==> config.mk <==
export PLATFORM = sky130hd
export DESIGN_NAME = uart_rx
export DESIGN_NICKNAME = d
export VERILOG_FILES = /design/src/rtl/uart_rx_pkg.sv /design/src/rtl/uart_baud_tick.sv /design/src/rtl/uart_rx.sv
export SDC_FILE = /design/constraint.sdc
export NUM_CORES = 1
export LEC_CHECK = 0
export BUFFER_PORTS_ARGS = -buffer_cell sky130_fd_sc_hd__buf_2
export CORE_MARGIN = 3
export CORE_UTILIZATION = 30
export DETAILED_ROUTE_END_ITERATION = 6
export GPL_TIMING_DRIVEN = 0
export PLACE_DENSITY = 0.56
export SYNTH_ARGS = -nofsm -noshare
export SYNTH_HDL_FRONTEND = slang
export SYNTH_HIERARCHICAL = 1
export SYNTH_SLANG_ARGS = --single-unit
==> constraint.sdc <==
create_clock -name clk -period 4.7 [get_ports clk]
set_input_delay 0.94 -clock clk [delete_from_list [all_inputs] [get_ports clk]]
set_output_delay 0.94 -clock clk [all_outputs]
set_load 0.005 [all_outputs]
==> src/rtl/uart_rx_pkg.sv <==
// Shared types, oversampling constants and helper functions for the UART receiver.
package uart_rx_pkg;

   // Receiver frame states
   typedef enum logic [1:0] {
      ST_IDLE  = 2'd0,
      ST_START = 2'd1,
      ST_DATA  = 2'd2,
      ST_STOP  = 2'd3
   } uart_rx_state_t;

   // Oversampling ratio: ticks per bit
   localparam int OVERSAMPLE = 16;

   // Sample-counter values, expressed as the value of s on the tick that
   // advances it. Samples land when s becomes 7, 8 and 9, and the bit
   // decision is taken on the tick that moves s to 9.
   localparam logic [3:0] S_SAMP_A  = 4'd6;
   localparam logic [3:0] S_SAMP_B  = 4'd7;
   localparam logic [3:0] S_DECIDE  = 4'd8;
   localparam logic [3:0] S_BIT_END = 4'd15;

   // Clocks per oversample tick, rounded to nearest, never below 2
   function automatic int calc_div(input int clk_hz, input int baud);
      int d;
      d = (clk_hz + ((OVERSAMPLE / 2) * baud)) / (OVERSAMPLE * baud);
      if (d < 2) begin
         d = 2;
      end
      return d;
   endfunction

   // Two-out-of-three majority vote
   function automatic logic maj3(input logic a, input logic b, input logic c);
      return (a & b) | (a & c) | (b & c);
   endfunction

endpackage

==> src/rtl/uart_baud_tick.sv <==
// Oversample tick generator: divides clk by DIV and can be re-phased to a
// start edge through i_restart.
module uart_baud_tick
   import uart_rx_pkg::*;
#(
   parameter int DIV = 27
) (
   input  logic clk,
   input  logic rst_,
   input  logic i_restart,
   output logic o_tick
);

   localparam int            CW      = (DIV > 1) ? $clog2(DIV) : 1;
   localparam logic [CW-1:0] CNT_MAX = CW'(DIV - 1);

   logic [CW-1:0] r_cnt;

   // Divider counter: wraps at DIV-1, forced to zero when a start edge is seen
   always_ff @(posedge clk or negedge rst_) begin
      if (!rst_) begin
         r_cnt <= '0;
      end else if (i_restart) begin
         r_cnt <= '0;
      end else if (r_cnt == CNT_MAX) begin
         r_cnt <= '0;
      end else begin
         r_cnt <= r_cnt + 1'b1;
      end
   end

   assign o_tick = (r_cnt == CNT_MAX);

endmodule

==> src/rtl/uart_rx.sv <==
// 8N1 UART receiver: synchronised input, 16x oversampling with 3-sample
// majority vote, one-entry valid/ready holding register, and single-cycle
// frame-error / overrun pulses.
module uart_rx
   import uart_rx_pkg::*;
#(
   parameter int CLK_HZ = 50_000_000,
   parameter int BAUD   = 115_200
) (
   input  logic       clk,
   input  logic       rst_,
   input  logic       rx,
   output logic [7:0] data,
   output logic       valid,
   input  logic       ready,
   output logic       frame_err,
   output logic       overrun,
   output logic       busy
);

   localparam int DIV = calc_div(CLK_HZ, BAUD);

   // Input path
   logic r_sync1;
   logic r_sync2;
   logic r_prev;
   logic w_fall;

   // Timing
   logic w_tick;
   logic w_restart;
   logic w_decide;
   logic w_bit_end;

   // Frame FSM
   uart_rx_state_t r_state;
   uart_rx_state_t w_state_nxt;
   logic [3:0]     r_s;
   logic [3:0]     w_s_nxt;
   logic [2:0]     r_bit_idx;
   logic [2:0]     w_bit_idx_nxt;
   logic [7:0]     r_shift;
   logic [7:0]     w_shift_nxt;
   logic [1:0]     r_samp;
   logic [1:0]     w_samp_nxt;
   logic           w_bit_val;
   logic           w_good;
   logic           w_ferr;

   // Stop-decision results, one cycle before they reach the outputs
   logic r_good;
   logic r_ferr;

   // Output registers
   logic [7:0] r_data;
   logic       r_valid;
   logic       r_frame_err;
   logic       r_overrun;
   logic       r_busy;

   // Two-flop synchroniser plus edge register; idle-high reset avoids a
   // false edge when reset is released with the line idle
   always_ff @(posedge clk or negedge rst_) begin
      if (!rst_) begin
         r_sync1 <= 1'b1;
         r_sync2 <= 1'b1;
         r_prev  <= 1'b1;
      end else begin
         r_sync1 <= rx;
         r_sync2 <= r_sync1;
         r_prev  <= r_sync2;
      end
   end

   assign w_fall    = r_prev & ~r_sync2;
   assign w_restart = (r_state == ST_IDLE) && w_fall;

   uart_baud_tick #(
      .DIV (DIV)
   ) u_baud_tick (
      .clk       (clk),
      .rst_      (rst_),
      .i_restart (w_restart),
      .o_tick    (w_tick)
   );

   // The third sample is the live synchronised value on the decision tick
   assign w_bit_val = maj3(r_samp[0], r_samp[1], r_sync2);
   assign w_decide  = w_tick && (r_s == S_DECIDE);
   assign w_bit_end = w_tick && (r_s == S_BIT_END);

   // Frame FSM next-state: oversample bookkeeping, bit decisions, byte assembly
   always_comb begin
      w_state_nxt   = r_state;
      w_s_nxt       = r_s;
      w_bit_idx_nxt = r_bit_idx;
      w_shift_nxt   = r_shift;
      w_samp_nxt    = r_samp;
      w_good        = 1'b0;
      w_ferr        = 1'b0;

      if ((r_state != ST_IDLE) && w_tick) begin
         w_s_nxt = r_s + 4'd1;
         if (r_s == S_SAMP_A) begin
            w_samp_nxt[0] = r_sync2;
         end else if (r_s == S_SAMP_B) begin
            w_samp_nxt[1] = r_sync2;
         end else begin
            w_samp_nxt = r_samp;
         end
      end else begin
         w_s_nxt = r_s;
      end

      case (r_state)
         ST_IDLE: begin
            // Only an edge starts a frame, so a held-low break never retriggers
            if (w_fall) begin
               w_state_nxt   = ST_START;
               w_s_nxt       = 4'd0;
               w_bit_idx_nxt = 3'd0;
            end else begin
               w_state_nxt = ST_IDLE;
            end
         end
         ST_START: begin
            if (w_decide && w_bit_val) begin
               // Line was back high at mid-bit: glitch, not a start bit
               w_state_nxt = ST_IDLE;
            end else if (w_bit_end) begin
               w_state_nxt   = ST_DATA;
               w_bit_idx_nxt = 3'd0;
            end else begin
               w_state_nxt = ST_START;
            end
         end
         ST_DATA: begin
            if (w_decide) begin
               // LSB arrives first, so shift in from the top
               w_shift_nxt = {w_bit_val, r_shift[7:1]};
            end else if (w_bit_end) begin
               if (r_bit_idx == 3'd7) begin
                  w_state_nxt = ST_STOP;
               end else begin
                  w_bit_idx_nxt = r_bit_idx + 3'd1;
               end
            end else begin
               w_state_nxt = ST_DATA;
            end
         end
         ST_STOP: begin
            // Leave at mid-stop so a back-to-back start edge is not missed
            if (w_decide) begin
               w_state_nxt = ST_IDLE;
               if (w_bit_val) begin
                  w_good = 1'b1;
               end else begin
                  w_ferr = 1'b1;
               end
            end else begin
               w_state_nxt = ST_STOP;
            end
         end
         default: begin
            w_state_nxt = ST_IDLE;
         end
      endcase
   end

   // Frame FSM state and datapath registers
   always_ff @(posedge clk or negedge rst_) begin
      if (!rst_) begin
         r_state   <= ST_IDLE;
         r_s       <= 4'd0;
         r_bit_idx <= 3'd0;
         r_shift   <= 8'd0;
         r_samp    <= 2'b00;
         r_good    <= 1'b0;
         r_ferr    <= 1'b0;
         r_busy    <= 1'b0;
      end else begin
         r_state   <= w_state_nxt;
         r_s       <= w_s_nxt;
         r_bit_idx <= w_bit_idx_nxt;
         r_shift   <= w_shift_nxt;
         r_samp    <= w_samp_nxt;
         r_good    <= w_good;
         r_ferr    <= w_ferr;
         r_busy    <= (w_state_nxt != ST_IDLE);
      end
   end

   // Holding register: completion and consumption in the same cycle are both
   // honoured; a completion into a full, unconsumed register is an overrun
   always_ff @(posedge clk or negedge rst_) begin
      if (!rst_) begin
         r_data      <= 8'd0;
         r_valid     <= 1'b0;
         r_frame_err <= 1'b0;
         r_overrun   <= 1'b0;
      end else begin
         r_frame_err <= r_ferr;
         r_overrun   <= 1'b0;
         if (r_good) begin
            if (!r_valid || ready) begin
               r_data  <= r_shift;
               r_valid <= 1'b1;
            end else begin
               r_overrun <= 1'b1;
            end
         end else if (r_valid && ready) begin
            r_valid <= 1'b0;
         end else begin
            r_valid <= r_valid;
         end
      end
   end

   assign data      = r_data;
   assign valid     = r_valid;
   assign frame_err = r_frame_err;
   assign overrun   = r_overrun;
   assign busy      = r_busy;

endmodule
==> results of run 1 <==
-- worst max-delay path, stage by stage (launching register included) --
cell and delay (ps):
dfrtp_1 430, inv_1 80, ha_1 150, and4b_1 210, buf_6 160, and4b_2 290
nand2_2 110, nor2_8 160, mux2_2 350
-- cell type report --
cell class | instances | area share (%)
Sequential cell | 41 | 48.9
Clock inverter | 2 | 0.653
Multi-Input combinational cell | 83 | 35.9
Clock buffer | 6 | 3.92
Buffer | 3 | 1.72
Inverter | 6 | 1.07
Timing Repair Buffer | 15 | 3.56
Tap cell | 72 | 4.28
-- through the flow --
stage / utilization [%] / instances / cell area [sq um] / hold slack [ps]
6_report: 36.7 / 228 / 2110 / 358
5_1_grt: 36.7 / 228 / 2110 / 367
4_1_cts: 36.7 / 228 / 2110 / 358
3_5_place_dp: 35.0 / 220 / 2010 / 347
3_3_place_gp: 35.0 / 220 / 2010 / 334
2_1_floorplan: - / 133 / 1850 / 331
-- layer usage --
layer	track usage (%)	vias to the layer above	wire [um]
li1	-	522	-
met1	11.1	532	1300
met2	14.3	20	1390
met3	2.94	7	140
met4	3.88	0	44
met5	0	-	0
-- layout by cell type (no fill, tap or decap), types with 2 or more instances in the layout --
master / count
nor3_1: 3
dfrtp_1: 38
buf_2: 15
buf_6: 2
mux2_2: 17
a21oi_1: 4
a22o_2: 2
and4_1: 2
clkbuf_8: 7
o21ai_0: 3
nand2_1: 6
xor2_1: 2
nor2_1: 6
nor3_2: 2
o21bai_1: 2
nor4_4: 2
dfstp_2: 3
inv_1: 6
ha_1: 7
nand3_1: 3
-- flip-flops by register name (all words and copies together) (netlist names), 2 cells and up --
register,cells
r_bit_idx,3
r_samp,2
data,8
r_shift,8
u_baud_tick/r_cnt,5
r_s,4
r_state,2
-- kinds of logic after synthesis --
group | after synthesis | synth area share [%]
xor+xnor | 3 | 1.42
simple gates | 39 | 17.2
mux | 19 | 11.8
compound gates | 14 | 5.29
buf+inv | 9 | 3.19
fa+ha+maj | 8 | 5.29
flops | 41 | 55.8
-- report_power, final --
group	total, mW	internal [mW]	switching (mW)	leakage, nW
Combinational	0.0925	0.0445	0.0480	0.448
Clock	0.237	0.119	0.118	0.0512
Sequential	0.405	0.377	0.0279	0.543
Total	0.735	0.541	0.194	1.04
-- path summary, 6_finish.rpt --
check / from / end / slack [ps] / cells past startpoint
worst min register to register: r_sync1 / r_sync2 / 360 / 0
worst max-delay path: u_baud_tick/r_cnt[0] / r_shift[6] / 2660 / 8
worst max register to register: u_baud_tick/r_cnt[0] / r_shift[6] / 2660 / 8
min in group asynchronous: rst_ / valid / 770 / 1
max in group asynchronous: rst_ / r_s[0] / 3380 / 1
worst min-delay path: r_sync1 / r_sync2 / 360 / 0
==> run summary, run 1 <==
STATUS
---------------------------------------------------------------------------------
Status                                                                  completed

CTS
---------------------------------------------------------------------------------
Clock transition at the registers of the reported paths                     80 ps
Maximum number of buffers from clock root to sink                               2
Cts-stage hold buffer count                                                     0
Clk root buf                                                             clkbuf_8
Clock tree from TritonCTS                                                    done
Setup repair bufs after CTS                                                     0
Sinks on Clock Net                                                             41
Clock latency reported for the late side of the worst-skew pair            290 ps
Post-cts repair resize count                                                    0
Cts bufs inserted                                                               5
Max H-tree Level                                                                2

PLACEMENT
---------------------------------------------------------------------------------
Placed wire-length estimate                                               2.12 mm
Buffers on Ports                                                               15
Gp weighted congestion                                                      0.800
DP Worst Slack                                                            2650 ps

DETAILED ROUTING
---------------------------------------------------------------------------------
TritonRoute pass-1 iters                                                        4
Vias after detailed routing                                                  1081
Iteration-0 DRC count of the detailed router                                   41
Average detailed-routed wire length per instance                          12.6 um
Via count normalized by instance count                                       4.74
Detailed-route DRC error count                                                  0
Antenna Violating Nets Remaining                                                0
Final routed wirelength across all metal layers                           2.88 mm

WORST SETUP PATH
---------------------------------------------------------------------------------
Classification of the worst setup path                               register to register
Crit start category                                                      register
Data arrival time of the critical path                                    2210 ps
Worst Path Required                                                       4880 ps
Critical Path End Type                                                   register
Highest net fanout along the worst path                                        11

TIMING
---------------------------------------------------------------------------------
Tmin final                                                                2040 ps
TNS Setup                                                                    0 ps
Number of max-slew violations in the final report                               0
Share of the clock period used by the worst path after layout               43.3%
Relative slew margins                                                       41.0%
Worst-margin pin slew                                                      885 ps
Worst clock skew                                                          5.77 ps
Max Freq                                                                  491 MHz
Total setup violations reported at the end of the flow                          0
RSZ-0062 raised after global routing                                           no
Final setup slack of the worst path                                       2660 ps
Final hold viol count                                                           0

RUN
---------------------------------------------------------------------------------
Maxcap violations                                                               0

LAYOUT
---------------------------------------------------------------------------------
Number of antenna diodes                                                        0
Register area                                                        0.00103 sq mm
Multi-input gate area in the final layout                               757 sq um
Final-stage net count                                                         166
Area added between synthesis and finish                                     14.2%
Fraction of layout cells with a size suffix above 1                         39.7%
Fillers                                                                       556

POWER
---------------------------------------------------------------------------------
Total power                                                                735 uW
Lkg Pwr                                                                   1.04 nW
Power density normalized to cell area                                 349 mW/mm^2
Peak supply drop                                                         0.112 mV

FLOORPLAN
---------------------------------------------------------------------------------
Num ports                                                                      16
Height of the die                                                         84.4 um
Area of the core                                                     0.00574 sq mm
Width of the die                                                          84.4 um
Effective utilization at floorplan                                          32.1%
Full die area                                                        0.00713 sq mm
Number of rows created at floorplan                                            27

SYNTH
---------------------------------------------------------------------------------
Largest area contributor in the netlist                                   dfrtp_1
Cell count after synthesis                                                    133
Netlist area before placement                                        0.00185 sq mm
Sequential-to-total area share from yosys stat                              55.8%
Post-synthesis average cell area                                       13.9 sq um
Post-synth top flop                                                       dfrtp_1
Dominant cells by area after synthesis                               dfrtp_1 (52%), mux2_2 (10%), ha_1 (4.7%)
Syn nets                                                                      144
Number of enable-type register cells in the synthesized netlist                 0
Leading post-synthesis cells by instance count                       dfrtp_1 (38), mux2_2 (17), ha_1 (7)
Warnings, synthesis                                                             6
Number of synthesized register bits                                            41
Most common cell in the netlist                                           dfrtp_1
Count of unique library cells instantiated by Yosys                            41
Portion of synthesized cell area occupied by the leading cell type          51.5%
Async set-or-reset flop fraction in the synthesized netlist                  100%

MIN PATH
---------------------------------------------------------------------------------
Class of the tightest hold or removal check                          register to register

GLOBAL ROUTING
---------------------------------------------------------------------------------
Initial antenna violation count                                                 0
Global-route usage over all layers                                          8.96%
Vias in the first global route                                               1138
Global route total overflow                                                     0
First-pass GRT wire length                                                5.15 mm
Pin count of the biggest net entering global routing                           42

No activity file was read; power rests on OpenSTA's default activity.
==> run 2: changes to the inputs <==
--- a/config.mk
+++ b/config.mk
@@ -5,12 +5,13 @@
 export SDC_FILE = /design/constraint.sdc
 export NUM_CORES = 1
 export LEC_CHECK = 0
+export ABC_AREA = 1
 export BUFFER_PORTS_ARGS = -buffer_cell sky130_fd_sc_hd__buf_2
 export CORE_MARGIN = 3
 export CORE_UTILIZATION = 30
 export DETAILED_ROUTE_END_ITERATION = 6
 export GPL_TIMING_DRIVEN = 0
-export PLACE_DENSITY = 0.56
+export PLACE_DENSITY = 0.57
 export SYNTH_ARGS = -nofsm -noshare
 export SYNTH_HDL_FRONTEND = slang
 export SYNTH_HIERARCHICAL = 1
==> constraint.sdc (replaced) <==
create_clock -name clk -period 1.79 [get_ports clk]
set_input_delay 0.358 -clock clk [delete_from_list [all_inputs] [get_ports clk]]
set_output_delay 0.358 -clock clk [all_outputs]
set_load 0.005 [all_outputs]
==> run 2 against run 1 <==
Critical path depth rose by 5. Wire length up 12%. First-iteration DRC count fell by 15%. Hold slack got worse by 210 ps. Final area rose by 3.9%. Core utilization shrank 0.16 points. Worst setup slack got worse by 2500 ps. Synthesized cell count grew 58%. Clock skew up 1.6 ps. Global-route usage increased by 0.86 points. Cell count is 36% higher. Highest routed layer unchanged.
==> run summary, run 2 <==
STATUS
---------------------------------------------------------------------------------
Status                                                                  completed

TIMING
---------------------------------------------------------------------------------
Worst clock skew                                                          7.38 ps   +1.61 ps
Worst-margin pin slew                                                      912 ps   +26.9 ps
Hold Slack                                                                 150 ps   -207 ps
Final setup slack of the worst path                                        131 ps   -2530 ps
Total setup violations reported at the end of the flow                          0   unchanged
Share of the clock period used by the worst path after layout               92.7%   +49 points
Final hold viol count                                                           0   unchanged
Tmin final                                                                1660 ps   -376 ps
Max Freq                                                                  603 MHz   +23%
RSZ-0062 raised after global routing                                          yes
Number of max-slew violations in the final report                               0   unchanged
Relative slew margins                                                       39.2%   -1.8 points

DETAILED ROUTING
---------------------------------------------------------------------------------
Iteration-0 DRC count of the detailed router                                   35   -15%
TritonRoute pass-1 iters                                                        4   unchanged
Average detailed-routed wire length per instance                          10.5 um   -17%
Antenna Violating Nets Remaining                                                0   unchanged
Final routed wirelength across all metal layers                           3.23 mm   +12%
Vias after detailed routing                                                  1334   +23%
Via count normalized by instance count                                       4.32   -8.9%
Detailed-route DRC error count                                                  0   unchanged

POWER
---------------------------------------------------------------------------------
Cell internal pwr                                                         1.92 mW   +250%
Peak supply drop                                                         0.488 mV   +340%
Total power                                                               2.83 mW   +290%
Combinational cell fraction of total power                                  24.9%   +12 points
Lkg Pwr                                                                   1.11 nW   +6.9%
Sw power                                                                   914 uW   +370%
Power density normalized to cell area                                1290 mW/mm^2   +270%
Sequential fraction of design power                                         43.0%   -12 points
Switching Share                                                             32.3%   +5.9 points
Power share of the clock group                                              32.2%   about the same

FLOORPLAN
---------------------------------------------------------------------------------
Effective utilization at floorplan                                          31.3%   -0.85 points
Height of the die                                                         85.0 um   +0.72%
Num ports                                                                      16   unchanged
Full die area                                                        0.00723 sq mm   +1.5%
Width of the die                                                          85.0 um   +0.72%
Number of rows created at floorplan                                            28   +3.7%
Area of the core                                                     0.00599 sq mm   +4.3%

SYNTH
---------------------------------------------------------------------------------
Post-synthesis average cell area                                       8.93 sq um   -36%
Leading post-synthesis cells by instance count                       nand2_1 (52), dfrtp_1 (38), inv_1 (33), nor2_1 (18), o21ai_0 (18)
Count of unique library cells instantiated by Yosys                            23   -44%
Number of synthesized register bits                                            41   unchanged
Dominant cells by area after synthesis                               dfrtp_1 (51%), nand2_1 (10%), inv_1 (6.6%)
Most common cell in the netlist                                           nand2_1
Cell count after synthesis                                                    210   +58%
Async set-or-reset flop fraction in the synthesized netlist                  100%   unchanged
Largest area contributor in the netlist                                   dfrtp_1
Syn nets                                                                      221   +53%
Post-synth top flop                                                       dfrtp_1
Portion of synthesized cell area occupied by the leading cell type          50.7%   -0.79 points
Netlist area before placement                                        0.00187 sq mm   +1.6%
Number of enable-type register cells in the synthesized netlist                 0   unchanged
Warnings, synthesis                                                             6   unchanged
Sequential-to-total area share from yosys stat                              54.9%   -0.86 points

WORST SETUP PATH
---------------------------------------------------------------------------------
Data arrival time of the critical path                                    1860 ps   -350 ps
Highest net fanout along the worst path                                         4   -7
Ordered list of cells on the worst path                              inv_1 -> ha_1 -> nand2_1 -> inv_1 -> nand2_2 -> inv_1 -> nand2_1 -> nor2_2 -> nand2_1 -> nand2_1 -> nand3_2 -> nand2_1 -> nand2_1
Crit start category                                                      register
Bufs and invs on worst path                                                     3   +1
Largest delay contributor family on the critical path                simple AND/OR/NAND/NOR gates
Delay of the slowest cell on the worst path                                410 ps   -20 ps
Worst Path Required                                                       1990 ps   -2890 ps
Most used cell along the critical path                                    nand2_1
Classification of the worst setup path                               register to register
Critical Path End Type                                                   register
Crit-path slowest cell                                                    dfrtp_1

CTS
---------------------------------------------------------------------------------
Clock latency reported for the late side of the worst-skew pair            300 ps   about the same
Max H-tree Level                                                                2   unchanged
Sinks on Clock Net                                                             41   unchanged
Maximum number of buffers from clock root to sink                               2   unchanged
Clock tree from TritonCTS                                                    done
Clock transition at the registers of the reported paths                     80 ps   about the same
Clk root buf                                                             clkbuf_8
Cts bufs inserted                                                               5   unchanged
Cts-stage hold buffer count                                                     0   unchanged

GLOBAL ROUTING
---------------------------------------------------------------------------------
Global-route track usage on met3                                            2.72%   -0.23 points
Global-route layer with the greatest usage                                   met2
Initial antenna violation count                                                 0   unchanged
Vias in the first global route                                               1334   +17%
GR Util met2                                                                15.7%   +1.4 points
Global-route usage over all layers                                          9.83%   +0.86 points
Met1 track demand over resource                                             12.6%   +1.5 points
First-pass GRT wire length                                                5.69 mm   +10%
Pin count of the biggest net entering global routing                           42   unchanged
Global route total overflow                                                     0   unchanged

LAYOUT
---------------------------------------------------------------------------------
Final-stage net count                                                         244   +47%
Number of antenna diodes                                                        0   unchanged
Fraction of layout cells with a size suffix above 1                         18.4%   -21 points
Most common library cell in the layout ignoring fill and taps             nand2_1
Most used cells in the layout excluding fill and tap cells           nand2_1 (52), dfrtp_1 (38), inv_1 (33), nor2_1 (18), o21ai_0 (18)
Fillers                                                                       616   +11%
Area added between synthesis and finish                                     16.8%

PLACEMENT
---------------------------------------------------------------------------------
DP Worst Slack                                                            84.1 ps   -2570 ps
Buffers on Ports                                                               15   unchanged
Gp weighted congestion                                                      0.809   +1.1%
Placed wire-length estimate                                               2.28 mm   +7.3%

RUN
---------------------------------------------------------------------------------
Maxcap violations                                                               0   unchanged

MIN PATH
---------------------------------------------------------------------------------
Class of the tightest hold or removal check                          primary input to register

==> run 2: cell count changes in the layout (fill, tap and decap cells not counted), sizes merged, moves of 3 or more <==
cell and change:
nand4 +4, nand3 +8, nand2 +48, mux2 -18, nor3 -5, nor2 +18, o21ai +15, and4 -3
inv +29
==> run 2: area by class of cell <==
cell class,count,area [sq um],area share (%)
inverters,34,128,5.83
repair buffers,16,82.6,3.77
plain buffers,3,20.0,0.915
clock buffers,5,68.8,3.14
multi-input cells,132,697,31.8
well taps,75,93.8,4.29
flip-flops and latches,41,1030,47.1
clock inverters,3,68.8,3.14
==> run 2: path summary, 6_finish.rpt <==
| path | start | end | slack, ps | cells past startpoint |
|---|---|---|---|---|
| min in group asynchronous | rst_ | r_bit_idx[2] | 190 | 1 |
| worst max-delay path | u_baud_tick/r_cnt[0] | r_bit_idx[1] | 130 | 13 |
| max in group asynchronous | rst_ | frame_err | 1030 | 1 |
| worst min-delay path | rx | r_sync1 | 150 | 1 |
| worst max register to register | u_baud_tick/r_cnt[0] | r_bit_idx[1] | 130 | 13 |
| worst min register to register | r_sync1 | r_sync2 | 360 | 0 |
==> run 2: routing by layer <==
layer / routed length [um] / up-vias
met2: 1460 / 22
li1: - / 701
met1: 1580 / 605
met4: 45 / 0
met3: 142 / 6
met5: 0 / -
==> run 2: through the flow <==
stage | TNS [ps] | util (%) | std cells | cell area [sq um]
6_report | 0 | 36.5 | 309 | 2190
5_1_grt | -91.3 | 36.5 | 309 | 2190
4_1_cts | 0 | 36.4 | 308 | 2180
3_5_place_dp | 0 | 34.1 | 300 | 2040
3_3_place_gp | 0 | 34.1 | 300 | 2040
2_1_floorplan | 0 | - | 210 | 1870
==> run 2: power groups by stage <==
stage               combinational (mW)  clock (mW)  sequential (mW)
floorplan                        0.558           0             1.21
global placement                 0.674           0             1.23
detailed placement               0.690           0             1.24
CTS                              0.694       0.949             1.22
global route                     0.817       0.985             1.24
finish                           0.704       0.911             1.22
==> run 2: cells by family (layout without fill, tap and decap cells) <==
| kind of cell | count (synthesis) | after routing | share of synthesized area [%] |
|---|---|---|---|
| compound gates | 24 | 24 | 6.61 |
| xor+xnor | 3 | 3 | 1.40 |
| fa+ha+maj | 7 | 7 | 4.67 |
| buf+inv | 37 | 61 | 7.88 |
| flops | 41 | 41 | 54.9 |
| mux | 1 | 1 | 0.601 |
| simple gates | 97 | 97 | 23.9 |
==> run 2: what timing repair did <==
item,CTS,global route
setup buffers,0,1
endpoints found under the setup margin,0,6
resized for setup,0,0
==> run 3: changes to the inputs <==
--- a/config.mk
+++ b/config.mk
@@ -7,11 +7,13 @@
 export LEC_CHECK = 0
 export ABC_AREA = 1
 export BUFFER_PORTS_ARGS = -buffer_cell sky130_fd_sc_hd__buf_2
+export CELL_PAD_IN_SITES_DETAIL_PLACEMENT = 0
+export CELL_PAD_IN_SITES_GLOBAL_PLACEMENT = 1
 export CORE_MARGIN = 3
 export CORE_UTILIZATION = 30
 export DETAILED_ROUTE_END_ITERATION = 6
 export GPL_TIMING_DRIVEN = 0
-export PLACE_DENSITY = 0.57
+export PLACE_DENSITY = 0.68
 export SYNTH_ARGS = -nofsm -noshare
 export SYNTH_HDL_FRONTEND = slang
 export SYNTH_HIERARCHICAL = 1
==> run 3 against run 2 <==
Via count decreased by 1.9%. First-iteration DRC count up 29%. Core utilization is 0.40 points lower. Critical path depth unchanged. Sequential share of layout area up 0.52 points. Global-route usage is essentially flat. Hold slack gained 15 ps. Clock-buffer cell count stayed put. Register-to-register slack improved by 40 ps. Largest power group unchanged.
==> run summary, run 3 (same netlist as run 2, synthesis figures left out) <==
STATUS
------------------------------------------------------------------------------
Status                                                               completed

LAYOUT
------------------------------------------------------------------------------
Core occupancy in the finished layout                                    36.1%   -0.40 points
Most common library cell in the layout ignoring fill and taps          nand2_1
Final-stage net count                                                      244   unchanged
Area added between synthesis and finish                                  15.5%
Most used cells in the layout excluding fill and tap cells        nand2_1 (49), dfrtp_1 (38), inv_1 (31), nor2_1 (18)
Fillers                                                                    606   -1.6%
Fraction of layout cells with a size suffix above 1                      20.2%   +1.8 points
Number of antenna diodes                                                     0   unchanged
Non-filler instance count after layout                                     308   -0.32%
Final standard cell area without fillers                          0.00216 sq mm   -1.1%

GLOBAL ROUTING
------------------------------------------------------------------------------
Pin count of the biggest net entering global routing                        42   unchanged
First-pass GRT wire length                                             5.63 mm   -0.97%
Initial antenna violation count                                              0   unchanged
Vias in the first global route                                            1266   -5.1%
Global route total overflow                                                  0   unchanged
Global-route usage over all layers                                       9.87%   +0.039 points

WORST SETUP PATH
------------------------------------------------------------------------------
Largest delay contributor family on the critical path             simple AND/OR/NAND/NOR gates
Classification of the worst setup path                            register to register
Delay of the slowest cell on the worst path                             410 ps   about the same
Bufs and invs on worst path                                                  5   +2
Data arrival time of the critical path                                 1780 ps   -80 ps
Critical Path End Type                                                register
Ordered list of cells on the worst path                           inv_1 -> ha_1 -> nand2_1 -> inv_1 -> nand2_2 -> inv_2 -> nand2_1 -> inv_2 -> nand3_2 -> buf_6 -> nand2_1 -> nand2_2 -> nand4_1
Crit Reg-Reg Startpoint                                           u_baud_tick/r_cnt[0]
Critical R2R Capture                                                      busy
Reg2Reg Depth                                                               13   unchanged
Crit start category                                                   register
Highest net fanout along the worst path                                      5   +1
Worst Path Required                                                    1950 ps   -40 ps
R2r setup slk                                                           170 ps   +40 ps
Crit-path slowest cell                                                 dfrtp_1
Most used cell along the critical path                                 nand2_1

MIN PATH
------------------------------------------------------------------------------
End of the worst hold path                                             r_sync1
Cells on Worst Hold Path                                                     1   unchanged
Hold_sp                                                                     rx
Class of the tightest hold or removal check                       primary input to register

POWER
------------------------------------------------------------------------------
Combinational cell fraction of total power                               26.2%   +1.3 points
Sequential fraction of design power                                      46.6%   +3.6 points
Peak supply drop                                                      0.454 mV   -7.1%
Cell internal pwr                                                      1.75 mW   -8.7%
Lkg Pwr                                                                1.09 nW   -1.9%
Switching Share                                                          33.3%   +0.99 points
Power share of the clock group                                           27.2%   -5.0 points
Sw power                                                                873 uW   -4.5%
Total power                                                            2.62 mW   -7.3%
Power density normalized to cell area                             1210 mW/mm^2   -6.3%

TIMING
------------------------------------------------------------------------------
Final hold viol count                                                        0   unchanged
Max Freq                                                               617 MHz   +2.4%
Worst-margin pin slew                                                   922 ps   +10.6 ps
Share of the clock period used by the worst path after layout            90.6%   -2.1 points
TNS Setup                                                                 0 ps   unchanged
Relative slew margins                                                    38.5%   -0.70 points
Total setup violations reported at the end of the flow                       0   unchanged
Tmin final                                                             1620 ps   -38.3 ps
Number of max-slew violations in the final report                            0   unchanged
Worst clock skew                                                       4.94 ps   -2.44 ps

DETAILED ROUTING
------------------------------------------------------------------------------
Antenna Violating Nets Remaining                                             0   unchanged
TritonRoute pass-1 iters                                                     4   unchanged
Vias after detailed routing                                               1308   -1.9%
Metal2 WL                                                              1.39 mm   -5.4%
Final routed wirelength across all metal layers                        3.28 mm   +1.3%
Highest signal layer in the routed design                                 met4
Via count normalized by instance count                                    4.25   -1.6%
Detailed-route DRC error count                                               0   unchanged
Detailed-routing wirelength on met1                                    1.71 mm   +8.5%
Iteration-0 DRC count of the detailed router                                45   +29%
Total met3 wirelength after detailed routing                            124 um   -13%
Average detailed-routed wire length per instance                       10.6 um   +1.7%

FLOORPLAN
------------------------------------------------------------------------------
Area of the core                                                  0.00599 sq mm   unchanged
Full die area                                                     0.00723 sq mm   unchanged
Num ports                                                                   16   unchanged
Height of the die                                                      85.0 um   unchanged
Effective utilization at floorplan                                       31.3%   unchanged
Width of the die                                                       85.0 um   unchanged
Number of rows created at floorplan                                         28   unchanged

PLACEMENT
------------------------------------------------------------------------------
Placed wire-length estimate                                            2.28 mm   +0.11%
Gp weighted congestion                                                   0.781   -3.4%
Placement Cell Area                                               0.00204 sq mm   unchanged
Post-Place Cells                                                           300   unchanged
Buffers on Ports                                                            15   unchanged

CTS
------------------------------------------------------------------------------
Sinks on Clock Net                                                          41   unchanged
Clk root buf                                                          clkbuf_8
Clock transition at the registers of the reported paths                  80 ps   about the same
Max H-tree Level                                                             2   unchanged
Cts bufs inserted                                                            5   unchanged
Maximum number of buffers from clock root to sink                            2   unchanged
Clock latency reported for the late side of the worst-skew pair         290 ps   about the same
Clock tree from TritonCTS                                                 done

RUN
------------------------------------------------------------------------------
Maxcap violations                                                            0   unchanged

-- run 3: what timing repair did --
| item | in CTS | in global routing |
|---|---|---|
| setup endpoints to repair | 0 | 12 |
| setup buffers | 0 | 0 |
| gates resized for setup | 0 | 7 |
| endpoints found under the hold margin | 0 | 0 |
| hold buffers | 0 | 0 |
-- run 3: metrics by stage --
stage	hold slack, ps	setup slack (ps)
5_1_grt	145	-4.74
4_1_cts	153	54.8
3_5_place_dp	348	71.3
6_report	165	169
2_1_floorplan	62.4	282
3_3_place_gp	337	64.4
-- run 3: power by group through the flow --
stage / Sequential [mW] / Clock, mW / Combinational [mW]
final: 1.22 / 0.714 / 0.689
after global routing: 1.24 / 0.783 / 0.806
after CTS: 1.22 / 0.745 / 0.692
after detailed placement: 1.24 / 0 / 0.687
after global placement: 1.24 / 0 / 0.683
after floorplan: 1.21 / 0 / 0.558
-- run 3: area by class of cell --
cell class,count,area [sq um],area share (%)
inverters,34,128,5.90
clock buffers,5,68.8,3.18
flip-flops and latches,41,1030,47.6
clock inverters,2,35.0,1.62
multi-input cells,132,709,32.8
repair buffers,16,80.1,3.70
plain buffers,3,20.0,0.925
well taps,75,93.8,4.34
-- run 3: how the worst max path moves through the flow --
| stage | from | to | slack (ps) | depth (start not counted) |
|---|---|---|---|---|
| after floorplan | u_baud_tick/r_cnt[0] | r_bit_idx[0] | 280 | 13 |
| after global placement | u_baud_tick/r_cnt[0] | r_bit_idx[1] | 60 | 13 |
| after detailed placement | u_baud_tick/r_cnt[0] | r_bit_idx[2] | 70 | 13 |
| after CTS | u_baud_tick/r_cnt[0] | r_bit_idx[0] | 50 | 13 |
| after global routing | u_baud_tick/r_cnt[0] | busy | -5 | 13 |
| final | u_baud_tick/r_cnt[0] | busy | 170 | 13 |
-- run 3: metal layers --
layer / up-vias / global-route usage [%]
met1: 586 / 12.9
met3: 7 / 3.20
li1: 698 / -
met2: 17 / 14.8
met5: - / 0
met4: 0 / 4.75
